--- config.mk ---
export PLATFORM = sky130hd
export DESIGN_NAME = store_size_unit
export DESIGN_NICKNAME = d
export VERILOG_FILES = /design/src/rtl/store_size_unit_pkg.sv /design/src/rtl/store_size_unit_merge.sv /design/src/rtl/store_size_unit.sv
export SDC_FILE = /design/constraint.sdc
export NUM_CORES = 1
export LEC_CHECK = 0
export CAP_MARGIN = 20
export CORE_UTILIZATION = 51
export CTS_CLUSTER_SIZE = 10
export DETAILED_ROUTE_END_ITERATION = 8
export PLACE_DENSITY = 0.85
export SLEW_MARGIN = 20
export SYNTH_ARGS = -nofsm -noshare
export SYNTH_HDL_FRONTEND = slang
export SYNTH_SLANG_ARGS = --single-unit
--- constraint.sdc ---
create_clock -name clk -period 2.8 [get_ports clk]
set_input_delay 0.7 -clock clk [delete_from_list [all_inputs] [get_ports clk]]
set_output_delay 0.7 -clock clk [all_outputs]
set_load 0.005 [all_outputs]
--- src/rtl/store_size_unit_pkg.sv ---
// store_size_pkg: shared definitions for the store-size stage.
//   - store-type encodings (SW / SH / SB; 2'b11 is reserved)
//   - FSM state encoding, also exposed on the top-level debug port
//   - is_store_err(): classifies a request as misaligned or reserved
package store_size_pkg;

  localparam logic [1:0] ST_WORD = 2'b00;
  localparam logic [1:0] ST_HALF = 2'b01;
  localparam logic [1:0] ST_BYTE = 2'b10;

  typedef enum logic [1:0] {
    S_IDLE  = 2'b00,
    S_READ  = 2'b01,
    S_WRITE = 2'b10,
    S_ERR   = 2'b11
  } state_t;

  // A word store must be word aligned and a halfword store halfword aligned.
  // A byte store is always legal. The reserved type is always rejected.
  function automatic logic is_store_err(input logic [1:0] st, input logic [1:0] a);
    logic err;
    case (st)
      ST_WORD: err = (a != 2'b00);
      ST_HALF: err = a[0];
      ST_BYTE: err = 1'b0;
      default: err = 1'b1;
    endcase
    return err;
  endfunction

endpackage

--- src/rtl/store_size_unit_merge.sv ---
// store_merge: combinational lane merge for sub-word stores (little-endian).
// Ports:
//   type_i     [1:0]  store type (ST_WORD / ST_HALF / ST_BYTE)
//   addr_low_i [1:0]  byte offset within the aligned word
//   b_i        [31:0] register B contents
//   mem_word_i [31:0] aligned memory word read back
//   merged_o   [31:0] memory word with B's low byte/halfword placed in its lane
module store_merge
  import store_size_pkg::*;
(
  input  logic [1:0]  type_i,
  input  logic [1:0]  addr_low_i,
  input  logic [31:0] b_i,
  input  logic [31:0] mem_word_i,
  output logic [31:0] merged_o
);

  always_comb begin
    merged_o = mem_word_i;
    case (type_i)
      ST_BYTE: begin
        case (addr_low_i)
          2'd0:    merged_o[7:0]   = b_i[7:0];
          2'd1:    merged_o[15:8]  = b_i[7:0];
          2'd2:    merged_o[23:16] = b_i[7:0];
          default: merged_o[31:24] = b_i[7:0];
        endcase
      end
      ST_HALF: begin
        // Only offsets 0 and 2 reach here; bit 0 is screened out as an error.
        if (addr_low_i[1]) merged_o[31:16] = b_i[15:0];
        else               merged_o[15:0]  = b_i[15:0];
      end
      default: merged_o = b_i;
    endcase
  end

endmodule

--- src/rtl/store_size_unit.sv ---
// store_size_unit: sequential store-size stage ahead of the memory write-data mux.
// SW passes register B straight through; SB/SH read the aligned word, wait
// MEM_LATENCY cycles, merge B into the addressed lane and then write.
// Ports:
//   clk, reset             clock; synchronous active-low reset
//   start                  request pulse, sampled only in IDLE
//   store_type, addr_low   request type and byte offset
//   reg_B_data             B register contents
//   mem_read_data          aligned memory word (valid in the final READ cycle)
//   mem_read_req           memory read request (READ state)
//   mem_write_en, done     one-cycle write strobe / completion pulse (WRITE state)
//   store_size_data        registered merged word
//   busy                   any state other than IDLE
//   misalign_err           one-cycle pulse on a rejected request (ERR state)
//   dbg_state_o            current FSM state
//
// Handshake: start is a single-cycle request that is accepted only while busy
// is low; a request seen while busy is dropped, not queued. Each accepted
// request ends with exactly one one-cycle pulse, either done (together with
// mem_write_en) or misalign_err, and the block is idle again the next cycle.
module store_size_unit
  import store_size_pkg::*;
#(
  parameter int MEM_LATENCY = 1
) (
  input  logic        clk,
  input  logic        reset,
  input  logic        start,
  input  logic [1:0]  store_type,
  input  logic [1:0]  addr_low,
  input  logic [31:0] reg_B_data,
  input  logic [31:0] mem_read_data,
  output logic        mem_read_req,
  output logic        mem_write_en,
  output logic [31:0] store_size_data,
  output logic        busy,
  output logic        done,
  output logic        misalign_err,
  output state_t      dbg_state_o
);

  localparam int CW = $clog2(MEM_LATENCY + 1);
  localparam logic [CW-1:0] CNT_LAST = CW'(MEM_LATENCY);

  state_t        state_q, state_d;
  logic [CW-1:0] cnt_q, cnt_d;
  logic [1:0]    type_q, type_d;
  logic [1:0]    addr_q, addr_d;
  logic [31:0]   b_q, b_d;
  logic [31:0]   data_q, data_d;
  logic [31:0]   merged;

  // Merge always works from the latched request, so inputs may change
  // freely once start has been accepted.
  store_merge u_merge (
    .type_i     (type_q),
    .addr_low_i (addr_q),
    .b_i        (b_q),
    .mem_word_i (mem_read_data),
    .merged_o   (merged)
  );

  always_ff @(posedge clk) begin
    if (!reset) begin
      state_q <= S_IDLE;
      cnt_q   <= '0;
      type_q  <= 2'b00;
      addr_q  <= 2'b00;
      b_q     <= '0;
      data_q  <= '0;
    end else begin
      state_q <= state_d;
      cnt_q   <= cnt_d;
      type_q  <= type_d;
      addr_q  <= addr_d;
      b_q     <= b_d;
      data_q  <= data_d;
    end
  end

  always_comb begin
    state_d = state_q;
    cnt_d   = cnt_q;
    type_d  = type_q;
    addr_d  = addr_q;
    b_d     = b_q;
    data_d  = data_q;
    case (state_q)
      S_IDLE: begin
        if (start) begin
          type_d = store_type;
          addr_d = addr_low;
          b_d    = reg_B_data;
          if (is_store_err(store_type, addr_low)) begin
            state_d = S_ERR;
          end else if (store_type == ST_WORD) begin
            // SW needs no read: B is the write data as-is.
            data_d  = reg_B_data;
            state_d = S_WRITE;
          end else begin
            cnt_d   = CW'(1);
            state_d = S_READ;
          end
        end
      end
      S_READ: begin
        if (cnt_q == CNT_LAST) begin
          data_d  = merged;
          cnt_d   = '0;
          state_d = S_WRITE;
        end else begin
          cnt_d = cnt_q + CW'(1);
        end
      end
      S_WRITE: state_d = S_IDLE;
      default: state_d = S_IDLE;
    endcase
  end

  assign mem_read_req    = (state_q == S_READ);
  assign mem_write_en    = (state_q == S_WRITE);
  assign done            = (state_q == S_WRITE);
  assign misalign_err    = (state_q == S_ERR);
  assign busy            = (state_q != S_IDLE);
  assign store_size_data = data_q;
  assign dbg_state_o     = state_q;

endmodule

* Word level (Yosys, flattened, before mapping) *
Cells that the tools add are included.

cells by class
  reductions and logical operators = 11
  multiplexer cells = 25
  add/sub/neg operators = 1
  bitwise gates (word level) = 0
  div/mod/pow operators = 0
  multipliers = 0
  magnitude comparators = 0
  equal/unequal tests = 14
  shifts and indexed selects = 0

operators by type and width
  kind                 number
  $mux 32              4
  $pmux 32 s2          2
  $mux 16              2
  $mux 8               4
  $eq 2x2->1 const B   5
  $eq 2x1->1 const B   4
  $mux 2               4
  $ne 2x2->1 const B   4
  $logic_not 2->1      3
  $mux 1               6
  $reduce_bool 2->1    3
  $reduce_and 5->1     1
  $pmux 2 s2           1
  $reduce_and 2->1     2
  $reduce_and 4->1     1
  $pmux 1 s3           1
  $reduce_or 3->1      1
  $ne 2x1->1 const B   1
  $pmux 1 s2           1
  $add 1x1->1 const B  1

word-level totals
  word-level logic and storage cells = 57
  input bits = 71
  output and inout bits = 39
  bits in read-only memories = 0
  bits in latches = 0
  memories = 0
  memory bits (writable) = 0
  register bits after elaboration = 71

* Depth between registers and ports, before layout *
  word-level depth = 7
  mapped depth = 8
  gate-level depth less buffers = 7

* By module *
From an unflattened synthesis, not the netlist that was laid out.

unflattened totals
  cell total of the unflattened synthesis = 457
  area, all modules = 4,065.1 µm²

modules (own cells, without submodules)
  module           instances  cells each  area each (µm²)
  store_size_unit  1          323         3,044.2
  store_merge      1          134         1,021.0

* Least setup slack after synthesis *
No wires, ideal clock.

  path kind = input to register
  start point = input addr_low[1]
  end point = register data_q[10] (netlist: store_size_data[10])
  library setup time = 75 ps
  buffers on the path = 1
  setup slack = 952 ps
  stages = 6
  data arrival time = 1,774 ps
  data required time = 2,725 ps
  cells stage by stage = nor4_2 > nand3b_1 > a21oi_4 > buf_6 > o211ai_1 > o22ai_1

on the way
  cells in the longest elaborated chain, start to end = 6

ends and longest elaborated chain
  item                        RTL line                   source
  from (decl)                 store_size_unit.sv:30      input logic [1:0] addr_low,
  $reduce_bool 2->1           store_size_unit_pkg.sv:23  ST_WORD: err = (a != 2'b00);
  $pmux 1 s3                  store_size_unit_pkg.sv:22  case (st)
  $mux 1                      store_size_unit.sv:90      if (start) begin
  $mux 1                      store_size_unit.sv:88      case (state_q)
  $ne 2x2->1 (no line)        -
  $reduce_and 5->1 (no line)  -
  to (signal assigned)        store_size_unit.sv:77      data_q <= data_d;
  to (decl)                   store_size_unit.sv:50      logic [31:0] data_q, data_d;

Every way passes these cells. The select of a mux whose other input is x is not followed.
A chain may end at the register's enable or synchronous reset.

* Worst setup path after layout *
  start point = register state_q[1] (netlist: dbg_state_o[1])
  end point = output mem_read_req

on the way
  cells in the longest elaborated chain, start to end = 1

ends and longest elaborated chain
  item                    RTL line                source
  from (decl)             store_size_unit.sv:45   state_t state_q, state_d;
  from (signal assigned)  store_size_unit.sv:72   state_q <= state_d;
  $eq 2x1->1              store_size_unit.sv:120  assign mem_read_req = (state_q == S_READ);
  to (decl)               store_size_unit.sv:33   output logic mem_read_req,

Every way passes these cells.

==> reports/results.ini <==
[run_status]
status=completed

[worst_setup_path]
worstPathMaxFanout=7
slowest_stage=clkdlybuf4s50_1
cp_top_family=buffers and inverters
startpoint_type=flip-flop
crit_path_end_kind=primary output
cp.required_ns=2.10
crit_type=flip-flop to primary output
cp_slowest_stage_delay_ns=0.50
crit_arrival_ns=1.61
cp_num_buf_inv=2
crit_chain=nand2b_1 -> clkinv_1 -> clkdlybuf4s50_1

[timing]
max_slew.worst_pin.slew_ns=0.725
fin_crit_ns=2.31
hold_slack_ns=0.459
hold_violations=0
fin_crit_sh=0.825
rsz0062_at_grt=no
setup_viol=0
setup_tns_ns=0
slew_viol_final=0
fmax_mhz=433
skew_ns=0.0108
slew-limit-headroom=0.517

[yosys]
netlist_top_cells_count=nand2_1, dfxtp_1, a21boi_0
syn_nets=518
ys_seq_elements=71
synthesis.area_um2=3650
synth.most_common_cell=nand2_1
yosys_most_used_dff=dfxtp_1
synth-edff-count=0
async_reset_ff_frac=0
synth.top_cell.area_share=0.390
ys_seq_area_frac=0.390
ys_types=33
yosys-top-cells-area=dfxtp_1, nand2_1, a21boi_0, a221o_1, mux2_2
synth.avg_cell_area_um2=8.20
synth_top_cell_by_area=dfxtp_1
yosysWarningCount=0
synthCells=445

[power]
ir_drop_v=0.000339
p_leak_uw=0.00182
powerDensity_nw_per_um2=535
totalPowerFinal_uw=2650

[clock_network]
h-tree-depth=3
cts_resized=0
clockBufferDepth=2
clk_latency_ns=0.35
clkSlewWorstSetupHoldPaths_ns=0.07
numCtsBuffers=9
cts_root_buf=clkbuf_8
cts_tree=yes
cts_sinks=71
holdBufCountCts=0
cts_setup_buffers=0

[floorplanning]
initial_utilization=0.531
fp.dieH_um=86.6
ios=110
fp.dieW_um=86.6
row_count=30
fp.dieArea_um2=7500
core_area_um2=6870

[cells_and_area]
fin_nets=607
n_antenna_cell=0
drive_above_1_share=0.0835
instances_no_fill=635
area_growth_syn_to_layout_pct=35.7

[placed_design]
post-place-cells=619
numPortBuffers=109
place.gp.congestion=0.893
hpwl_um=7000

[detailed_routing]
drc_errors=0
vias_per_cell=5.78
antenna_left=0
wire_per_inst_um=16.4
drt_iter0_drc=237
first_pass_iters=5
wl_um=10400
vias=3670

[global_route]
grt_max_degree=65
grt_pass1_wl_um=16500
grt_pass1_vias=3421
antenna_found_initial=0
track_usage=0.283
grt-ovfl-total=0

[flow_run]
max-cap-violations=0

[min_path]
hp-class=flip-flop to flip-flop

## registers in the layout, summed over array words and instances, names as in the netlist
name,flops
b_q,32
store_size_data,32
addr_q,2
dbg_state_o,2
type_q,2
cnt_q,1
## area by class of cell
class / count / area [µm²]
Multi-Input combinational cell: 328 / 2000
Fill cell: 551 / 1920
Sequential cell: 71 / 1420
Timing Repair Buffer: 117 / 1170
Clock buffer: 13 / 169
Tap cell: 96 / 120
Clock inverter: 3 / 40.0
Inverter: 7 / 26.3
## cells in the final DEF, fill, tap and decap left out, types with 2 or more instances in the layout
| cell | n |
|---|---|
| nand3_1 | 16 |
| nand2_1 | 109 |
| o211ai_1 | 16 |
| a221o_1 | 24 |
| clkbuf_8 | 12 |
| a221oi_1 | 8 |
| buf_12 | 2 |
| ha_1 | 2 |
| o21ai_1 | 17 |
| buf_4 | 6 |
| dfxtp_1 | 71 |
| mux2_2 | 16 |
| clkinv_2 | 2 |
| nand2b_1 | 18 |
| a21boi_0 | 37 |
| clkdlybuf4s50_1 | 108 |
| o21ai_0 | 2 |
| nor2_1 | 4 |
| a21oi_1 | 13 |
| and2_1 | 3 |
| inv_1 | 6 |
| a31oi_1 | 16 |
| o22ai_1 | 17 |
## where the power goes
part           internal [µW]  switching (µW)  leakage, µW
combinational            321             322      0.00113
sequential              1080            65.5     0.000580
clock                    482             372     0.000109
total                   1890             759      0.00182
## metrics by stage
step | area [µm²] | util | setup WS (ns)
global placement | 4740 | 0.690 | 0.378
CTS | 4950 | 0.721 | 0.484
finish | 4950 | 0.721 | 0.490
floorplan | 3650 | - | 0.952
detailed placement | 4740 | 0.690 | 0.305
global route | 4950 | 0.721 | 0.429
## per-layer routing
metal  routed length [µm]  share of wire  track usage
met2                 5160           0.50        0.469
met5                    0              0            0
met3                  697          0.067       0.0438
met4                  235          0.023        0.150
met1                 4300           0.41        0.355
## worst min-delay path, stage by stage (launching register included)
cell and delay (ns):
dfxtp_1 0.30, nand2_1 0.04, a21boi_0 0.06
## cells by family after synthesis
logic type / after synthesis / share of synthesized area
compound gates: 153 / 0.304
flops: 71 / 0.390
fa+ha+maj: 2 / 0.00686
mux: 16 / 0.0494
buf+inv: 46 / 0.0614
simple gates: 157 / 0.189
## worst paths after layout
kind | startpoint | end | slack, ns | cells after the start
max reg2reg | type_q[0]$_SDFFE_PN0P_ | store_size_data[22]$_SDFFE_PN0P_ | 0.65 | 7
max | dbg_state_o[1]$_SDFFE_PN0P_ | mem_read_req | 0.49 | 3
min reg2reg | b_q[30]$_SDFFE_PN0P_ | b_q[30]$_SDFFE_PN0P_ | 0.46 | 2
min | b_q[30]$_SDFFE_PN0P_ | b_q[30]$_SDFFE_PN0P_ | 0.46 | 2
Note: power is estimated with default switching activity, not from simulation.
